$ cat src/rtl/shift_add_mul_seq.sv
// -----------------------------------------------------------------------------
// shift_add_mul_seq
//
// Sequential unsigned shift-and-add multiplier. One operand pair is accepted
// over a valid/ready handshake. A single shared adder then folds in one
// partial product per cycle for N cycles. The 2N-bit product is then held on a
// valid/ready output until the consumer takes it.
//
// Ports
//   clock        : single clock, rising edge
//   reset        : asynchronous, active-high reset
//   io_in_valid  : operand pair valid
//   io_in_ready  : block can accept an operand pair (IDLE)
//   io_a         : multiplicand, N bits, unsigned
//   io_b         : multiplier, N bits, unsigned
//   io_abort     : synchronous cancel while RUN or DONE
//   io_out_valid : io_result valid (DONE)
//   io_out_ready : consumer accepts the result
//   io_result    : product, 2N bits
//   io_busy      : high in RUN or DONE
// -----------------------------------------------------------------------------
module shift_add_mul_seq #(
    parameter int N = 4
) (
    input  logic           clock,
    input  logic           reset,
    input  logic           io_in_valid,
    output logic           io_in_ready,
    input  logic [N-1:0]   io_a,
    input  logic [N-1:0]   io_b,
    input  logic           io_abort,
    output logic           io_out_valid,
    input  logic           io_out_ready,
    output logic [2*N-1:0] io_result,
    output logic           io_busy
);

    localparam int CW = $clog2(N);

    typedef enum logic [1:0] {
        S_IDLE = 2'd0,
        S_RUN  = 2'd1,
        S_DONE = 2'd2
    } state_t;

    state_t           r_state;
    logic [N-1:0]     r_a;
    logic [N-1:0]     r_b;
    logic [2*N-1:0]   r_acc;
    logic [CW-1:0]    r_cnt;

    logic [2*N-1:0]   w_addend;
    logic             w_last;

    // The partial product for the current multiplier bit. The carry out of the
    // 2N-bit sum is dropped: (2^N-1)^2 always fits in 2N bits.
    assign w_addend = {{N{1'b0}}, r_a} << r_cnt;
    assign w_last   = (r_cnt == CW'(N - 1));

    always_ff @(posedge clock or posedge reset) begin
        // NOTE: state registers use non-blocking assignments so every register
        // samples pre-edge values; blocking here would create ordering races.
        if (reset) begin
            r_state <= S_IDLE;
            r_a     <= '0;
            r_b     <= '0;
            r_acc   <= '0;
            r_cnt   <= '0;
        end else begin
            case (r_state)
                S_IDLE: begin
                    // io_abort is ignored here; only the input handshake matters.
                    if (io_in_valid) begin
                        r_a     <= io_a;
                        r_b     <= io_b;
                        r_acc   <= '0;
                        r_cnt   <= '0;
                        r_state <= S_RUN;
                    end
                end
                S_RUN: begin
                    if (io_abort) begin
                        r_acc   <= '0;
                        r_cnt   <= '0;
                        r_state <= S_IDLE;
                    end else begin
                        if (r_b[r_cnt]) begin
                            r_acc <= r_acc + w_addend;
                        end
                        // Always exactly N cycles; zero multiplier bits do not
                        // shorten the run.
                        if (w_last) begin
                            r_cnt   <= '0;
                            r_state <= S_DONE;
                        end else begin
                            r_cnt <= r_cnt + CW'(1);
                        end
                    end
                end
                S_DONE: begin
                    // Abort beats the output handshake: the visible result is
                    // dropped and the accumulator cleared.
                    if (io_abort) begin
                        r_acc   <= '0;
                        r_state <= S_IDLE;
                    end else if (io_out_ready) begin
                        r_state <= S_IDLE;
                    end
                end
                // NOTE: the unused fourth encoding recovers to IDLE rather than
                // locking up the block.
                default: r_state <= S_IDLE;
            endcase
        end
    end

    // All outputs decode registers only, so no input reaches an output
    // combinationally.
    assign io_in_ready  = (r_state == S_IDLE);
    assign io_out_valid = (r_state == S_DONE);
    assign io_busy      = (r_state != S_IDLE);
    assign io_result    = r_acc;

endmodule

$ cat config.mk
export PLATFORM = sky130hd
export DESIGN_NAME = shift_add_mul_seq
export DESIGN_NICKNAME = d
export VERILOG_FILES = /design/src/rtl/shift_add_mul_seq.sv
export SDC_FILE = /design/constraint.sdc
export NUM_CORES = 1
export LEC_CHECK = 0
export BUFFER_PORTS_ARGS = -buffer_cell sky130_fd_sc_hd__buf_4
export CAP_MARGIN = 20
export CELL_PAD_IN_SITES_DETAIL_PLACEMENT = 2
export CELL_PAD_IN_SITES_GLOBAL_PLACEMENT = 2
export CORE_MARGIN = 8
export CORE_UTILIZATION = 31
export DETAILED_ROUTE_END_ITERATION = 8
export PLACE_DENSITY_LB_ADDON = 0.1
export SLEW_MARGIN = 20
export SYNTH_ARGS = -nofsm -noshare
export SYNTH_HDL_FRONTEND = slang
export SYNTH_SLANG_ARGS = --single-unit
$ cat constraint.sdc
create_clock -name clock -period 2.2 [get_ports clock]
set_clock_uncertainty 0.1 [all_clocks]
set_input_delay 0.33 -clock clock [delete_from_list [all_inputs] [get_ports clock]]
set_output_delay 0.33 -clock clock [all_outputs]
set_load 0.02 [all_outputs]
**Word-level counts from Yosys, hierarchy flattened**

Index checks and enable logic that the tools add are counted.
Widths: inputs -> output; s select.

- Flip-flop bits (word level): 20
- Bits in latches: 0
- Memory bits (writable): 0
- Bits in read-only memories: 0
- Bits of input ports: 13
- Output and inout port bits: 11
- Logic and storage cells: 42
- Memories kept: 0

- Add/subtract/negate cells: 2
- Multiply operators: 0
- Div/mod/pow operators: 0
- Magnitude comparators: 1
- Eq/ne operators: 8
- Shifts and indexed selects: 1
- Mux-type cells: 17
- Bitwise gates (word level): 0
- Reduce and logical (&&, ||, !) cells: 8

Operators with widths:

| cell | count |
|---|---|
| $mux 8 | 4 |
| $pmux 8 s3 | 1 |
| $mux 2 | 8 |
| $add 8x8->8 | 1 |
| $shl 4x2->8 | 1 |
| $ne 3x3->1 const B | 2 |
| $pmux 2 s3 | 1 |
| $eq 2x2->1 const B | 2 |
| $ne 2x2->1 const B | 2 |
| $pmux 2 s2 | 1 |
| $reduce_and 2->1 | 2 |
| $reduce_and 4->1 | 1 |
| $reduce_bool 2->1 | 2 |
| $lt 2x3->1 const B | 1 |
| $ne 3x2->1 const B | 1 |
| $reduce_and 3->1 | 1 |
| $reduce_bool 3->1 | 1 |
| $add 2x1->2 const B | 1 |
| $bmux 1 s2 | 1 |
| $eq 2x1->1 const B | 1 |
| $logic_not 2->1 | 1 |
| $mux 1 | 1 |

**Logic depth before layout (Yosys ltp)**

Gate-level depths: netlist of the first run.

- Word-level depth: 5
- Depth in mapped cells: 9
- Gate-level depth less buffers: 8

**Least setup slack after synthesis of the first run**

OpenSTA, ideal clock, no wires.

- Path kind: register to register
- Start: register r_cnt[0]
- End: register r_acc[6], in the netlist io_result[6]
- Setup time: 0.122 ns
- Arrival time: 1.981 ns
- Data required time: 1.978 ns
- Path slack: -0.002 ns
- Stages on the path, launching flop included: 10
- Buffers on the path: 1
- Period minus slack after synthesis: 2.202 ns
- Path through: dfrtp_1 buf_2 nand2b_1 nor2_1 ha_1 fa_1 a211oi_1 o21ai_0 a21o_1 a32o_1

- Cells in the longest elaborated chain, start to end: 5
- Elaborated cells on any way between the ends: 9
- Classes of those cells: add/sub (1); eq/ne (1); shift (1); mux (5); reduce/logical (1)

RTL lines:

| item | RTL line | text |
|---|---|---|
| start: declaration | 50 | `logic [CW-1:0] r_cnt;` |
| start signal: assignment | 96 | `r_cnt <= r_cnt + CW'(1);` |
| $shl 4x2->8 | 57 | `assign w_addend = {{N{1'b0}}, r_a} << r_cnt;` |
| $add 8x8->8 | 88 | `r_acc <= r_acc + w_addend;` |
| $mux 8 | 87 | `if (r_b[r_cnt]) begin` |
| $mux 8 | 82 | `if (io_abort) begin` |
| $pmux 8 s3 | 70 | `case (r_state)` |
| end signal: assignment | 88 |  |
| end: declaration | 49 | `logic [2*N-1:0] r_acc;` |

Parallel ways exist; a longest one is shown, timed or not. The select of a mux whose other input is x is not followed.
A chain may end at the register's enable or synchronous reset.

**Worst setup path after layout of the first run**

Same ends and word-level chain as after synthesis.

==> results of run 1 <==
[critical path, cell delays in order, from the launching register on]
cell	delay [ns]
sky130_fd_sc_hd__dfrtp_2	0.46
sky130_fd_sc_hd__mux2i_1	0.28
sky130_fd_sc_hd__a21oi_1	0.13
sky130_fd_sc_hd__ha_1	0.39
sky130_fd_sc_hd__buf_4	0.15
sky130_fd_sc_hd__o21ai_1	0.06
sky130_fd_sc_hd__o21ai_1	0.17
sky130_fd_sc_hd__nand3_1	0.10
sky130_fd_sc_hd__a32o_1	0.26
[logic make-up after synthesis]
group / share of synthesized area
flip-flops: 0.389
AO/OA/AOI/OAI: 0.188
buffers and inverters: 0.0477
XOR/XNOR: 0.0205
multiplexers: 0.142
AND/OR/NAND/NOR: 0.119
adder cells (fa/ha/maj): 0.0935
[power groups by stage]
| stage | sequential, W | combinational (W) | clock [W] |
|---|---|---|---|
| after floorplan | 0.000526 | 0.000457 | 0 |
| after global placement | 0.000522 | 0.000659 | 0 |
| after detailed placement | 0.000529 | 0.000685 | 0 |
| after CTS | 0.000528 | 0.000724 | 0.000301 |
| after global routing | 0.000556 | 0.000957 | 0.000317 |
| final | 0.000541 | 0.000886 | 0.000287 |
[area by class of cell]
class                   instances  area (µm²)  area share
multi-input cells              86         817       0.471
clock buffers                   4        55.1      0.0317
flip-flops and latches         20         503       0.290
repair buffers                 36         278       0.160
inverters                       5        18.8      0.0108
well taps                      50        62.6      0.0361
[through the flow]
step | TNS [ns] | worst slack, ns
final | -0.0263 | -0.0219
after global routing | -0.479 | -0.150
after CTS | 0 | 0.000870
after detailed placement | -0.227 | -0.0931
after global placement | 0 | 0.0110
after floorplan | 0 | 0.0396
[state kept, by name (all words and copies together) (netlist names)]
| signal | cells |
|---|---|
| io_result | 8 |
| r_a | 4 |
| r_b | 4 |
| r_cnt | 2 |
| r_state | 2 |
[what timing repair did]
item                                    in CTS  in global routing
pin swaps                                    4                  5
endpoints found under the setup margin       5                  5
resized for setup                           11                 16
gates cloned                                 0                  0
setup buffers                                1                  4
endpoints found under the hold margin        0                  0
[Yosys cell counts (all sizes together), types with 2 or more instances]
cell type  instances  area, µm²
nand3b             2       15.0
dfrtp             20        500
o211ai             3       22.5
a21oi              7       35.0
and3               2       12.5
xnor2              2       17.5
nor2               9       33.8
buf                6       42.5
or2                2       12.5
ha                 8        100
mux2               8       90.1
nor2b              2       12.5
inv                5       18.8
a22o               7       65.1
a21o               3       22.5
nand2              3       11.3
nand2b             3       18.8
and2               2       15.0
mux2i              7       70.1
o21ai              3       15.0
[final timing paths]
check,slack [ns],startpoint,to
worst max-delay path,-0.02,r_cnt[0]$_DFFE_PP0P_,io_result[6]$_DFFE_PP0P_
worst min-delay path,0.0006,reset,r_a[0]$_DFFE_PP0P_
worst max register to register,-0.02,r_cnt[0]$_DFFE_PP0P_,io_result[6]$_DFFE_PP0P_
worst min register to register,0.41,r_b[2]$_DFFE_PP0P_,r_b[2]$_DFFE_PP0P_
max in group asynchronous,1.76,reset,r_cnt[1]$_DFFE_PP0P_
min in group clock,0.16,io_abort,r_state[1]$_DFFE_PP0P_
[routing by layer]
layer  vias to the layer above  global-route usage
li1                        498                   -
met1                       527               0.122
met2                        17               0.218
met3                         8              0.0313
met4                         0              0.0327
met5                         -                   0
==> flow_summary.html, run 1 <==
<table>
<tr><th>Metric</th><th>Value</th></tr>
<tr><th colspan="2">Floorplanning</th></tr>
<tr><td>Initial standard-cell utilization of the core</td><td>0.321</td></tr>
<tr><td># IOs</td><td>24</td></tr>
<tr><td>Die Area</td><td>0.00646 mm²</td></tr>
<tr><td>DIE WIDTH</td><td>80.4 µm</td></tr>
<tr><td>Core Region</td><td>0.00400 mm²</td></tr>
<tr><td>Die H</td><td>80.4 µm</td></tr>
<tr><td>Placement Rows</td><td>23</td></tr>
<tr><th colspan="2">Global route</th></tr>
<tr><td>Overall routing resource usage</td><td>0.116</td></tr>
<tr><td>Global-route wire length before repair</td><td>5.82 mm</td></tr>
<tr><td>Total gr overflow</td><td>0</td></tr>
<tr><td>Antenna violations before repair</td><td>0</td></tr>
<tr><td>Via count of the first global-routing pass</td><td>1188</td></tr>
<tr><td>Largest net degree at the start of global routing</td><td>21</td></tr>
<tr><th colspan="2">Synthesis</th></tr>
<tr><td>Syn avg cell area</td><td>11.0 µm²</td></tr>
<tr><td>Share of the yosys chip area belonging to registers</td><td>0.389</td></tr>
<tr><td>Number of storage elements in the synthesis netlist</td><td>20</td></tr>
<tr><td>Number of enable flip-flop cells after synthesis</td><td>0</td></tr>
<tr><td>Share of async-settable or async-resettable flops after synthesis</td><td>1.00</td></tr>
<tr><td>Post-Syn Instances</td><td>117</td></tr>
<tr><td>Synthesized cell area</td><td>0.00128 mm²</td></tr>
<tr><td>Total of warnings raised by yosys</td><td>0</td></tr>
<tr><td>Most instantiated flip-flop cell in the synthesis netlist</td><td>sky130_fd_sc_hd__dfrtp_1</td></tr>
<tr><td>Net count of the mapped netlist</td><td>139</td></tr>
<tr><td>Number of distinct library cells after synthesis</td><td>36</td></tr>
<tr><th colspan="2">Clock tree</th></tr>
<tr><td>Clock latency on the worst-skew pair</td><td>0.26 ns</td></tr>
<tr><td>CTS tree</td><td>yes</td></tr>
<tr><td>Deepest clock path buffer count</td><td>2</td></tr>
<tr><td>Clock H-tree levels</td><td>1</td></tr>
<tr><td>CTS clk-pin slew, worst paths</td><td>0.08 ns</td></tr>
<tr><td>CTS Hold Bufs</td><td>0</td></tr>
<tr><td>Number of sinks driven by the clock tree</td><td>20</td></tr>
<tr><td>Number of buffers created by CTS</td><td>3</td></tr>
<tr><td>Root Driver</td><td>sky130_fd_sc_hd__clkbuf_8</td></tr>
<tr><th colspan="2">Final layout</th></tr>
<tr><td>Top library cells by usage in the layout, fill and taps aside</td><td>sky130_fd_sc_hd__buf_4 (34), sky130_fd_sc_hd__dfrtp_1 (18), sky130_fd_sc_hd__mux2_2 (8), sky130_fd_sc_hd__nor2_1 (7)</td></tr>
<tr><td>Post-route cell area</td><td>0.00173 mm²</td></tr>
<tr><td>Most common cell after layout, fill and taps aside</td><td>sky130_fd_sc_hd__buf_4</td></tr>
<tr><td>Area growth from synthesis to final layout</td><td>35.0%</td></tr>
<tr><td>Post-route core utilization</td><td>0.434</td></tr>
<tr><td>FILL cells</td><td>428</td></tr>
<tr><td>Total inserted antenna cells</td><td>0</td></tr>
<tr><td>Count of placed standard cells in the final layout, fillers left out</td><td>201</td></tr>
<tr><td>Fraction of final layout cells sized beyond drive strength 1</td><td>0.503</td></tr>
<tr><td>Post-layout nets</td><td>174</td></tr>
<tr><th colspan="2">Drt</th></tr>
<tr><td>Via-to-Cell Ratio</td><td>5.22</td></tr>
<tr><td>Met3 WL post-DR</td><td>136 µm</td></tr>
<tr><td>Drt first pass iters</td><td>4</td></tr>
<tr><td>DR WL/cell</td><td>18.9 µm</td></tr>
<tr><td>Uppermost layer routed</td><td>met4</td></tr>
<tr><td>Routed length on met1</td><td>1.50 mm</td></tr>
<tr><td>Remaining antenna violation count</td><td>0</td></tr>
<tr><td>Initial DRC Count</td><td>47</td></tr>
<tr><td>Vias after detailed routing</td><td>1050</td></tr>
<tr><td>Routed wire length</td><td>3.80 mm</td></tr>
<tr><td>DRC errors left</td><td>0</td></tr>
<tr><td>Met2 WL post-DR</td><td>2.10 mm</td></tr>
<tr><th colspan="2">Placement</th></tr>
<tr><td>Final Wtd Congestion</td><td>0.818</td></tr>
<tr><td>Instance count after placement with tap cells included</td><td>192</td></tr>
<tr><td>Instance area at placement</td><td>0.00154 mm²</td></tr>
<tr><td>Buffers on Ports</td><td>23</td></tr>
<tr><td>Post-DP HPWL</td><td>2.68 mm</td></tr>
<tr><th colspan="2">Setup path</th></tr>
<tr><td>Endpoint type of the worst setup path</td><td>register</td></tr>
<tr><td>Worst Path Max Fanout</td><td>5</td></tr>
<tr><td>Critical path startpoint category</td><td>register</td></tr>
<tr><td>Count of cells along the worst register-to-register path</td><td>8</td></tr>
<tr><td>Startpoint-to-endpoint class of the critical path</td><td>reg2reg</td></tr>
<tr><td>Worst path required time</td><td>2.25 ns</td></tr>
<tr><td>Arrival time worst endpoint</td><td>2.27 ns</td></tr>
<tr><th colspan="2">Run status</th></tr>
<tr><td>Outcome</td><td>finished with violations</td></tr>
<tr><td>Violations in the final reports</td><td>setup timing</td></tr>
<tr><th colspan="2">STA</th></tr>
<tr><td>Final max-slew violation count</td><td>0</td></tr>
<tr><td>Unrepaired setup endpoints after global routing</td><td>yes</td></tr>
<tr><td>Least setup slack across all paths after layout</td><td>-0.0219 ns</td></tr>
<tr><td>Worst slew slack as a fraction of its limit</td><td>0.732</td></tr>
<tr><td>Total setup violations reported at the end of the flow</td><td>2</td></tr>
<tr><td>Worst-Margin Slew</td><td>0.401 ns</td></tr>
<tr><td>FMAX</td><td>0.450 GHz</td></tr>
<tr><td>Final hold slack</td><td>0.000556 ns</td></tr>
<tr><td>Final number of hold-violating endpoints</td><td>0</td></tr>
<tr><td>Ratio of final minimum period to clock period</td><td>1.01</td></tr>
<tr><td>Shortest period the worst path allows</td><td>2.22 ns</td></tr>
<tr><th colspan="2">Power</th></tr>
<tr><td>Int Power</td><td>0.00107 W</td></tr>
<tr><td>Switch share</td><td>0.376</td></tr>
<tr><td>Switching pwr</td><td>0.000645 W</td></tr>
<tr><td>Cell leakage power</td><td>0.802 nW</td></tr>
<tr><td>Combinational group share of total power</td><td>0.517</td></tr>
<tr><td>Sequential Power Share</td><td>0.316</td></tr>
<tr><td>Overall power of the completed layout</td><td>0.00171 W</td></tr>
<tr><td>Power share of the clock group</td><td>0.168</td></tr>
<tr><td>Power density of the placed cells</td><td>988 mW/mm²</td></tr>
<tr><td>Worst-case vdd ir drop</td><td>384 µV</td></tr>
<tr><th colspan="2">Flow run</th></tr>
<tr><td>Number of max-capacitance violations reported</td><td>0</td></tr>
<tr><th colspan="2">Min path</th></tr>
<tr><td>Min-Delay Path Class</td><td>in2async</td></tr>
</table>
Note: power is estimated with default switching activity, not from simulation.
==> inputs of run 2 (changes only) <==
--- a/config.mk
+++ b/config.mk
@@ -12,8 +12,9 @@
 export CORE_MARGIN = 8
 export CORE_UTILIZATION = 31
 export DETAILED_ROUTE_END_ITERATION = 8
+export HOLD_SLACK_MARGIN = 0.05
 export PLACE_DENSITY_LB_ADDON = 0.1
-export SLEW_MARGIN = 20
+export SLEW_MARGIN = 5
 export SYNTH_ARGS = -nofsm -noshare
 export SYNTH_HDL_FRONTEND = slang
 export SYNTH_SLANG_ARGS = --single-unit
==> run 2 against run 1 <==
The run still ends with setup timing left; combinational power about the same; final area up 0.58%; die area unchanged; non-clock buffer count up 1; critical path depth unchanged; sequential share of layout area down 0.17 points; hold slack better by 0.16 ns; global-route usage about the same; core utilization up 0.25 points; register-to-register slack about the same; final cell count up 0.50%; maximum frequency unchanged.
==> flow_summary.html, run 2 (synthesis gave the netlist of run 1 again) <==
<table>
<tr><th>Metric</th><th>Value</th></tr>
<tr><th colspan="2">Setup path</th></tr>
<tr><td>Critical-path cell list</td><td>mux2i_1 &gt; a21oi_1 &gt; ha_1 &gt; buf_4 &gt; o21ai_1 &gt; o21ai_1 &gt; nand3_1 &gt; a32o_1</td></tr>
<tr><td>Critical Path Slowest Stage Cell</td><td>sky130_fd_sc_hd__dfrtp_2</td></tr>
<tr><td>Kind of cell adding the most delay to the critical path</td><td>compound AO/OA/AOI/OAI gates</td></tr>
<tr><td>Critical path's most frequent cell</td><td>sky130_fd_sc_hd__o21ai_1</td></tr>
<tr><td>Crit path buf inv count</td><td>1 (unchanged)</td></tr>
<tr><td>Worst Path Max Fanout</td><td>5 (unchanged)</td></tr>
<tr><td>Crit path largest cell delay</td><td>0.46 ns (about the same)</td></tr>
<tr><td>Critical path startpoint category</td><td>register</td></tr>
<tr><td>Endpoint type of the worst setup path</td><td>register</td></tr>
<tr><td>Arrival time worst endpoint</td><td>2.27 ns (about the same)</td></tr>
<tr><td>Startpoint-to-endpoint class of the critical path</td><td>reg2reg</td></tr>
<tr><td>Worst path required time</td><td>2.25 ns (about the same)</td></tr>
<tr><th colspan="2">STA</th></tr>
<tr><td>Unrepaired setup endpoints after global routing</td><td>yes</td></tr>
<tr><td>Least setup slack across all paths after layout</td><td>-0.0219 ns (unchanged)</td></tr>
<tr><td>Total setup violations reported at the end of the flow</td><td>2 (unchanged)</td></tr>
<tr><td>Worst-Margin Slew</td><td>0.401 ns (unchanged)</td></tr>
<tr><td>FMAX</td><td>0.450 GHz (unchanged)</td></tr>
<tr><td>Ratio of final minimum period to clock period</td><td>1.01 (unchanged)</td></tr>
<tr><td>Shortest period the worst path allows</td><td>2.22 ns (unchanged)</td></tr>
<tr><td>Final number of hold-violating endpoints</td><td>0 (unchanged)</td></tr>
<tr><td>Final hold slack</td><td>0.159 ns (+0.159 ns)</td></tr>
<tr><td>Final max-slew violation count</td><td>0 (unchanged)</td></tr>
<tr><td>Worst slew slack as a fraction of its limit</td><td>0.732 (unchanged)</td></tr>
<tr><th colspan="2">Drt</th></tr>
<tr><td>Routed wire length</td><td>3.80 mm (about the same)</td></tr>
<tr><td>Met2 WL post-DR</td><td>2.10 mm (about the same)</td></tr>
<tr><td>Remaining antenna violation count</td><td>0 (unchanged)</td></tr>
<tr><td>Uppermost layer routed</td><td>met4</td></tr>
<tr><td>DR WL/cell</td><td>18.8 µm (-0.42%)</td></tr>
<tr><td>Initial DRC Count</td><td>55 (+17%)</td></tr>
<tr><td>Vias after detailed routing</td><td>1054 (+0.38%)</td></tr>
<tr><td>Drt first pass iters</td><td>4 (unchanged)</td></tr>
<tr><td>DRC errors left</td><td>0 (unchanged)</td></tr>
<tr><td>Met3 WL post-DR</td><td>136 µm (unchanged)</td></tr>
<tr><td>Via-to-Cell Ratio</td><td>5.22 (-0.12%)</td></tr>
<tr><td>Routed length on met1</td><td>1.50 mm (+0.20%)</td></tr>
<tr><th colspan="2">Final layout</th></tr>
<tr><td>Most common cell after layout, fill and taps aside</td><td>sky130_fd_sc_hd__buf_4</td></tr>
<tr><td>Fraction of final layout cells sized beyond drive strength 1</td><td>0.500 (-0.00331)</td></tr>
<tr><td>Total inserted antenna cells</td><td>0 (unchanged)</td></tr>
<tr><td>Post-layout nets</td><td>175 (+0.57%)</td></tr>
<tr><td>Top library cells by usage in the layout, fill and taps aside</td><td>sky130_fd_sc_hd__buf_4 (34), sky130_fd_sc_hd__dfrtp_1 (18), sky130_fd_sc_hd__mux2_2 (8), sky130_fd_sc_hd__nor2_1 (7)</td></tr>
<tr><td>Post-route core utilization</td><td>0.436 (+0.00250)</td></tr>
<tr><td>Count of placed standard cells in the final layout, fillers left out</td><td>202 (+0.50%)</td></tr>
<tr><td>Flip-flop count of the largest register, all copies and words added</td><td>8 (unchanged)</td></tr>
<tr><td>Area growth from synthesis to final layout</td><td>35.7%</td></tr>
<tr><th colspan="2">Clock tree</th></tr>
<tr><td>Clock latency on the worst-skew pair</td><td>0.26 ns (about the same)</td></tr>
<tr><td>Number of sinks driven by the clock tree</td><td>20 (unchanged)</td></tr>
<tr><td>Root Driver</td><td>sky130_fd_sc_hd__clkbuf_8</td></tr>
<tr><td>Deepest clock path buffer count</td><td>2 (unchanged)</td></tr>
<tr><td>Number of buffers created by CTS</td><td>3 (unchanged)</td></tr>
<tr><td>Clock H-tree levels</td><td>1 (unchanged)</td></tr>
<tr><td>CTS clk-pin slew, worst paths</td><td>0.08 ns (about the same)</td></tr>
<tr><td>CTS tree</td><td>yes</td></tr>
<tr><th colspan="2">Placement</th></tr>
<tr><td>Post-DP HPWL</td><td>2.68 mm (unchanged)</td></tr>
<tr><td>Buffers on Ports</td><td>23 (unchanged)</td></tr>
<tr><td>Final Wtd Congestion</td><td>0.818 (unchanged)</td></tr>
<tr><td>Instance count after placement with tap cells included</td><td>192 (unchanged)</td></tr>
<tr><th colspan="2">Global route</th></tr>
<tr><td>Total gr overflow</td><td>0 (unchanged)</td></tr>
<tr><td>Overall routing resource usage</td><td>0.116 (+0.000232)</td></tr>
<tr><td>Via count of the first global-routing pass</td><td>1194 (+0.51%)</td></tr>
<tr><td>Global-route wire length before repair</td><td>5.84 mm (+0.36%)</td></tr>
<tr><td>Antenna violations before repair</td><td>0 (unchanged)</td></tr>
<tr><td>Largest net degree at the start of global routing</td><td>21 (unchanged)</td></tr>
<tr><th colspan="2">Floorplanning</th></tr>
<tr><td>Placement Rows</td><td>23 (unchanged)</td></tr>
<tr><td># IOs</td><td>24 (unchanged)</td></tr>
<tr><td>Die H</td><td>80.4 µm (unchanged)</td></tr>
<tr><td>DIE WIDTH</td><td>80.4 µm (unchanged)</td></tr>
<tr><td>Core Region</td><td>0.00400 mm² (unchanged)</td></tr>
<tr><td>Die Area</td><td>0.00646 mm² (unchanged)</td></tr>
<tr><td>Initial standard-cell utilization of the core</td><td>0.321 (unchanged)</td></tr>
<tr><th colspan="2">Flow run</th></tr>
<tr><td>Number of max-capacitance violations reported</td><td>0 (unchanged)</td></tr>
<tr><th colspan="2">Power</th></tr>
<tr><td>Cell leakage power</td><td>0.806 nW (+0.52%)</td></tr>
<tr><td>Overall power of the completed layout</td><td>0.00172 W (about the same)</td></tr>
<tr><td>Power density of the placed cells</td><td>984 mW/mm² (-0.49%)</td></tr>
<tr><td>Worst-case vdd ir drop</td><td>384 µV (about the same)</td></tr>
<tr><th colspan="2">Min path</th></tr>
<tr><td>Min-Delay Path Class</td><td>in2reg</td></tr>
<tr><th colspan="2">Run status</th></tr>
<tr><td>Outcome</td><td>finished with violations</td></tr>
<tr><td>Violations in the final reports</td><td>setup timing</td></tr>
</table>
## run 2: cell types whose count changed in the layout (fill, tap and decap cells not counted), sizes merged
cell,delta
dlygate4sd3,+1
## run 2: area by class of cell
class	count	area (µm²)
Clock buffer	4	55.1
Fill cell	428	2260
Inverter	5	18.8
Multi-Input combinational cell	86	817
Sequential cell	20	503
Tap cell	50	62.6
Timing Repair Buffer	37	288
## run 2: per-layer routing
layer | vias to the layer above | global-route usage
met4 | 0 | 0.0327
li1 | 500 | -
met1 | 529 | 0.122
met2 | 17 | 0.218
met3 | 8 | 0.0313
met5 | - | 0
## run 2: worst paths after layout
check | from | to | slack (ns) | depth (start not counted)
worst min-delay path | io_abort | r_state[1]$_DFFE_PP0P_ | 0.16 | 2
worst max register to register | r_cnt[0]$_DFFE_PP0P_ | io_result[6]$_DFFE_PP0P_ | -0.02 | 8
max in group asynchronous | reset | r_cnt[1]$_DFFE_PP0P_ | 1.20 | 4
worst max-delay path | r_cnt[0]$_DFFE_PP0P_ | io_result[6]$_DFFE_PP0P_ | -0.02 | 8
worst min register to register | r_b[2]$_DFFE_PP0P_ | r_b[2]$_DFFE_PP0P_ | 0.41 | 1
min in group asynchronous | reset | r_a[0]$_DFFE_PP0P_ | 0.56 | 4
## run 2: power by group
group	internal, W	leakage [nW]	switching [W]
Sequential	0.000446	0.253	0.0000956
Combinational	0.000465	0.524	0.000422
Clock	0.000159	0.0288	0.000128
## run 2: through the flow
step                setup WS, ns  TNS [ns]  area (µm²)
floorplan                 0.0396         0        1290
global placement          0.0110         0        1540
detailed placement       -0.0931    -0.227        1540
CTS                     0.000870         0        1640
global route              -0.150    -0.479        1740
finish                   -0.0219   -0.0263        1740
## run 2: what timing repair did
item / in CTS / in global routing
buffers inserted: 1 / 4
endpoints found under the setup margin: 5 / 5
pin swaps: 4 / 5
hold buffers: 1 / 0
hold endpoints to repair: 20 / 0
resized for setup: 11 / 16
==> inputs of run 3 (changes only) <==
--- a/config.mk
+++ b/config.mk
@@ -5,15 +5,17 @@
 export SDC_FILE = /design/constraint.sdc
 export NUM_CORES = 1
 export LEC_CHECK = 0
+export ABC_AREA = 1
 export BUFFER_PORTS_ARGS = -buffer_cell sky130_fd_sc_hd__buf_4
 export CAP_MARGIN = 20
 export CELL_PAD_IN_SITES_DETAIL_PLACEMENT = 2
 export CELL_PAD_IN_SITES_GLOBAL_PLACEMENT = 2
 export CORE_MARGIN = 8
-export CORE_UTILIZATION = 31
+export CORE_UTILIZATION = 28
 export DETAILED_ROUTE_END_ITERATION = 8
 export HOLD_SLACK_MARGIN = 0.05
 export PLACE_DENSITY_LB_ADDON = 0.1
+export SETUP_SLACK_MARGIN = 0.15
 export SLEW_MARGIN = 5
 export SYNTH_ARGS = -nofsm -noshare
 export SYNTH_HDL_FRONTEND = slang
==> run 3 against run 2 <==
The run now ends clean; non-clock buffer count grew 4; sequential share of layout area shrank 0.67 points; via count grew 24%; final area grew 2.4%; maximum frequency grew 8.2%; critical path depth grew 2; die area grew 8.6%; wire length grew 19%; critical path type unchanged; critical endpoint unchanged; largest cell class unchanged.
==> flow_summary.html, run 3 <==
<table>
<tr><th>Metric</th><th>Value</th></tr>
<tr><th colspan="2">Run status</th></tr>
<tr><td>Outcome</td><td>finished, final reports clean</td></tr>
<tr><th colspan="2">STA</th></tr>
<tr><td>Final hold slack</td><td>0.161 ns (+0.00227 ns)</td></tr>
<tr><td>Final number of hold-violating endpoints</td><td>0 (unchanged)</td></tr>
<tr><td>Worst-Margin Slew</td><td>0.274 ns (-0.128 ns)</td></tr>
<tr><td>Shortest period the worst path allows</td><td>2.05 ns (-0.168 ns)</td></tr>
<tr><td>Total setup violations reported at the end of the flow</td><td>0 (-2)</td></tr>
<tr><td>Worst slew slack as a fraction of its limit</td><td>0.816 (+0.0837)</td></tr>
<tr><td>Final max-slew violation count</td><td>0 (unchanged)</td></tr>
<tr><td>Ratio of final minimum period to clock period</td><td>0.933 (-0.0765)</td></tr>
<tr><td>Least setup slack across all paths after layout</td><td>0.146 ns (+0.168 ns)</td></tr>
<tr><td>Setup TNS</td><td>0 ns (+0.0263 ns)</td></tr>
<tr><td>FMAX</td><td>0.487 GHz (+8.2%)</td></tr>
<tr><td>Unrepaired setup endpoints after global routing</td><td>yes</td></tr>
<tr><th colspan="2">Setup path</th></tr>
<tr><td>Worst Path Max Fanout</td><td>5 (unchanged)</td></tr>
<tr><td>Startpoint-to-endpoint class of the critical path</td><td>reg2reg</td></tr>
<tr><td>Endpoint type of the worst setup path</td><td>register</td></tr>
<tr><td>Arrival time worst endpoint</td><td>2.12 ns (-0.15 ns)</td></tr>
<tr><td>Worst path required time</td><td>2.26 ns (about the same)</td></tr>
<tr><td>Critical path startpoint category</td><td>register</td></tr>
<tr><th colspan="2">Placement</th></tr>
<tr><td>Buffers on Ports</td><td>23 (unchanged)</td></tr>
<tr><td>Pre-CTS worst setup slack</td><td>-0.00711 ns (+0.0860 ns)</td></tr>
<tr><td>Post-DP HPWL</td><td>3.23 mm (+21%)</td></tr>
<tr><td>Final Wtd Congestion</td><td>0.816 (-0.17%)</td></tr>
<tr><th colspan="2">Global route</th></tr>
<tr><td>Largest net degree at the start of global routing</td><td>21 (unchanged)</td></tr>
<tr><td>Total gr overflow</td><td>0 (unchanged)</td></tr>
<tr><td>Via count of the first global-routing pass</td><td>1427 (+20%)</td></tr>
<tr><td>Antenna violations before repair</td><td>0 (unchanged)</td></tr>
<tr><td>Global-route wire length before repair</td><td>6.79 mm (+16%)</td></tr>
<tr><td>Overall routing resource usage</td><td>0.116 (about the same)</td></tr>
<tr><th colspan="2">Clock tree</th></tr>
<tr><td>CTS clk-pin slew, worst paths</td><td>0.08 ns (about the same)</td></tr>
<tr><td>Deepest clock path buffer count</td><td>2 (unchanged)</td></tr>
<tr><td>Root Driver</td><td>sky130_fd_sc_hd__clkbuf_8</td></tr>
<tr><td>Clock H-tree levels</td><td>1 (unchanged)</td></tr>
<tr><td>CTS tree</td><td>yes</td></tr>
<tr><td>Number of buffers created by CTS</td><td>3 (unchanged)</td></tr>
<tr><td>Clock latency on the worst-skew pair</td><td>0.27 ns (about the same)</td></tr>
<tr><td>Number of sinks driven by the clock tree</td><td>20 (unchanged)</td></tr>
<tr><th colspan="2">Synthesis</th></tr>
<tr><td>Commonest cells in the netlist</td><td>sky130_fd_sc_hd__nand2_1 (59), sky130_fd_sc_hd__dfrtp_1 (20), sky130_fd_sc_hd__inv_1 (18)</td></tr>
<tr><td>Most instantiated flip-flop cell in the synthesis netlist</td><td>sky130_fd_sc_hd__dfrtp_1</td></tr>
<tr><td>Total of warnings raised by yosys</td><td>0 (unchanged)</td></tr>
<tr><td>Most area-hungry cell type in the Yosys netlist</td><td>sky130_fd_sc_hd__dfrtp_1</td></tr>
<tr><td>Synthesized cell area</td><td>0.00129 mm² (about the same)</td></tr>
<tr><td>Area share of the leading cell type in the synthesized netlist</td><td>0.389 (about the same)</td></tr>
<tr><td>Cell with the most instances after synthesis</td><td>sky130_fd_sc_hd__nand2_1</td></tr>
<tr><td>Net count of the mapped netlist</td><td>194 (+40%)</td></tr>
<tr><td>Number of distinct library cells after synthesis</td><td>24 (-33%)</td></tr>
<tr><td>Share of async-settable or async-resettable flops after synthesis</td><td>1.00 (unchanged)</td></tr>
<tr><td>Largest cells by area after synthesis</td><td>sky130_fd_sc_hd__dfrtp_1 (39%), sky130_fd_sc_hd__nand2_1 (17%), sky130_fd_sc_hd__ha_1 (7.8%), sky130_fd_sc_hd__inv_1 (5.3%), sky130_fd_sc_hd__nand3_1 (4.3%)</td></tr>
<tr><td>Share of the yosys chip area belonging to registers</td><td>0.389 (about the same)</td></tr>
<tr><td>Number of storage elements in the synthesis netlist</td><td>20 (unchanged)</td></tr>
<tr><td>Post-Syn Instances</td><td>172 (+47%)</td></tr>
<tr><td>Number of enable flip-flop cells after synthesis</td><td>0 (unchanged)</td></tr>
<tr><td>Syn avg cell area</td><td>7.48 µm² (-32%)</td></tr>
<tr><th colspan="2">Drt</th></tr>
<tr><td>Via-to-Cell Ratio</td><td>4.91 (-5.9%)</td></tr>
<tr><td>DRC errors left</td><td>0 (unchanged)</td></tr>
<tr><td>Remaining antenna violation count</td><td>0 (unchanged)</td></tr>
<tr><td>DR WL/cell</td><td>17.0 µm (-9.6%)</td></tr>
<tr><td>Vias after detailed routing</td><td>1306 (+24%)</td></tr>
<tr><td>Initial DRC Count</td><td>44 (-20%)</td></tr>
<tr><td>Drt first pass iters</td><td>4 (unchanged)</td></tr>
<tr><td>Routed wire length</td><td>4.53 mm (+19%)</td></tr>
<tr><th colspan="2">Final layout</th></tr>
<tr><td>Area growth from synthesis to final layout</td><td>38.8%</td></tr>
<tr><td>Flip-flop count of the largest register, all copies and words added</td><td>8 (unchanged)</td></tr>
<tr><td>Most common cell after layout, fill and taps aside</td><td>sky130_fd_sc_hd__nand2_1</td></tr>
<tr><td>Total inserted antenna cells</td><td>0 (unchanged)</td></tr>
<tr><td>Fraction of final layout cells sized beyond drive strength 1</td><td>0.350 (-0.150)</td></tr>
<tr><td>Top library cells by usage in the layout, fill and taps aside</td><td>sky130_fd_sc_hd__nand2_1 (56), sky130_fd_sc_hd__buf_4 (39), sky130_fd_sc_hd__inv_1 (18), sky130_fd_sc_hd__dfrtp_1 (18), sky130_fd_sc_hd__nor2_1 (9)</td></tr>
<tr><td>Post-layout nets</td><td>237 (+35%)</td></tr>
<tr><th colspan="2">Floorplanning</th></tr>
<tr><td>Placement Rows</td><td>24 (+4.3%)</td></tr>
<tr><td>Die Area</td><td>0.00702 mm² (+8.6%)</td></tr>
<tr><td>DIE WIDTH</td><td>83.8 µm (+4.2%)</td></tr>
<tr><td>Die H</td><td>83.8 µm (+4.2%)</td></tr>
<tr><td>Core Region</td><td>0.00438 mm² (+9.6%)</td></tr>
<tr><td>Initial standard-cell utilization of the core</td><td>0.293 (-0.0279)</td></tr>
<tr><td># IOs</td><td>24 (unchanged)</td></tr>
<tr><th colspan="2">Power</th></tr>
<tr><td>Power density of the placed cells</td><td>1310 mW/mm² (+34%)</td></tr>
<tr><td>Worst-case vdd ir drop</td><td>611 µV (+59%)</td></tr>
<tr><td>Cell leakage power</td><td>0.957 nW (+19%)</td></tr>
<tr><td>Overall power of the completed layout</td><td>0.00235 W (+37%)</td></tr>
<tr><th colspan="2">Flow run</th></tr>
<tr><td>Number of max-capacitance violations reported</td><td>0 (unchanged)</td></tr>
<tr><th colspan="2">Min path</th></tr>
<tr><td>Min-Delay Path Class</td><td>in2reg</td></tr>
</table>
## run 3: changes by cell type in the layout (fill, tap and decap cells not counted), moves of 4 or more
cell and change:
sky130_fd_sc_hd__mux2_2 -8, sky130_fd_sc_hd__nand3_1 +7, sky130_fd_sc_hd__inv_2 +5, sky130_fd_sc_hd__nand2_1 +53
sky130_fd_sc_hd__o21ai_1 +5, sky130_fd_sc_hd__inv_1 +13, sky130_fd_sc_hd__buf_4 +5, sky130_fd_sc_hd__nand3_2 +4
sky130_fd_sc_hd__nand2_2 +7
## run 3: cells by family after synthesis
kind of cell	share of synthesized area
buffers and inverters	0.0846
flip-flops	0.389
XOR/XNOR	0.0204
multiplexers	0.00778
adder cells (fa/ha/maj)	0.0934
AO/OA/AOI/OAI	0.0837
AND/OR/NAND/NOR	0.321
## run 3: timing repair
item                                    CTS  global route
buffers inserted                          1            10
endpoints found under the hold margin    20             0
pin swaps                                 1            11
hold buffers                              1             0
gates resized for setup                   6            22
endpoints found under the setup margin    4             5
## run 3: where the power goes
part | total (W) | switching [W] | internal, W
clock network | 0.000295 | 0.000136 | 0.000160
registers | 0.000611 | 0.000128 | 0.000483
logic | 0.00144 | 0.000787 | 0.000654
total | 0.00235 | 0.00105 | 0.00130
## run 3: per-layer routing
metal	wire length [µm]	track usage
met3	157	0.0264
met5	0	0
met4	59	0.0424
met1	1900	0.131
met2	2410	0.206
## run 3: through the flow
step / utilization / cell area, µm² / instances
after floorplan: - / 1290 / 172
after global placement: 0.353 / 1550 / 250
after detailed placement: 0.353 / 1550 / 250
after CTS: 0.371 / 1630 / 256
after global routing: 0.407 / 1790 / 266
final: 0.407 / 1790 / 266
## run 3: path summary, 6_finish.rpt
path / startpoint / to / slack [ns] / cells after the start
max in group asynchronous: reset / r_cnt[1]$_DFFE_PP0P_ / 1.21 / 4
setup / recovery: r_cnt[0]$_DFFE_PP0P_ / io_result[6]$_DFFE_PP0P_ / 0.15 / 10
setup reg to reg: r_cnt[0]$_DFFE_PP0P_ / io_result[6]$_DFFE_PP0P_ / 0.15 / 10
min in group asynchronous: reset / r_a[3]$_DFFE_PP0P_ / 0.55 / 4
hold reg to reg: r_b[2]$_DFFE_PP0P_ / r_b[2]$_DFFE_PP0P_ / 0.40 / 2
hold / removal: io_a[3] / r_a[3]$_DFFE_PP0P_ / 0.16 / 3
## run 3: final cells by class
class,instances,area (µm²)
fill,497,2600
inverter,23,86.3
clock buffer,4,55.1
tap,52,65.1
multi-input combinational,126,762
timing repair buffer,41,314
sequential,20,503
## run 3: worst max-delay path, cell delays in order, from the launching register on
cell,delay [ns]
sky130_fd_sc_hd__dfrtp_2,0.45
sky130_fd_sc_hd__buf_4,0.16
sky130_fd_sc_hd__o21ai_4,0.15
sky130_fd_sc_hd__mux2i_1,0.10
sky130_fd_sc_hd__ha_1,0.37
sky130_fd_sc_hd__a21oi_2,0.08
sky130_fd_sc_hd__or2_1,0.25
sky130_fd_sc_hd__nand3_1,0.10
sky130_fd_sc_hd__nand2_1,0.07
sky130_fd_sc_hd__nand3_2,0.07
sky130_fd_sc_hd__nand2_1,0.05
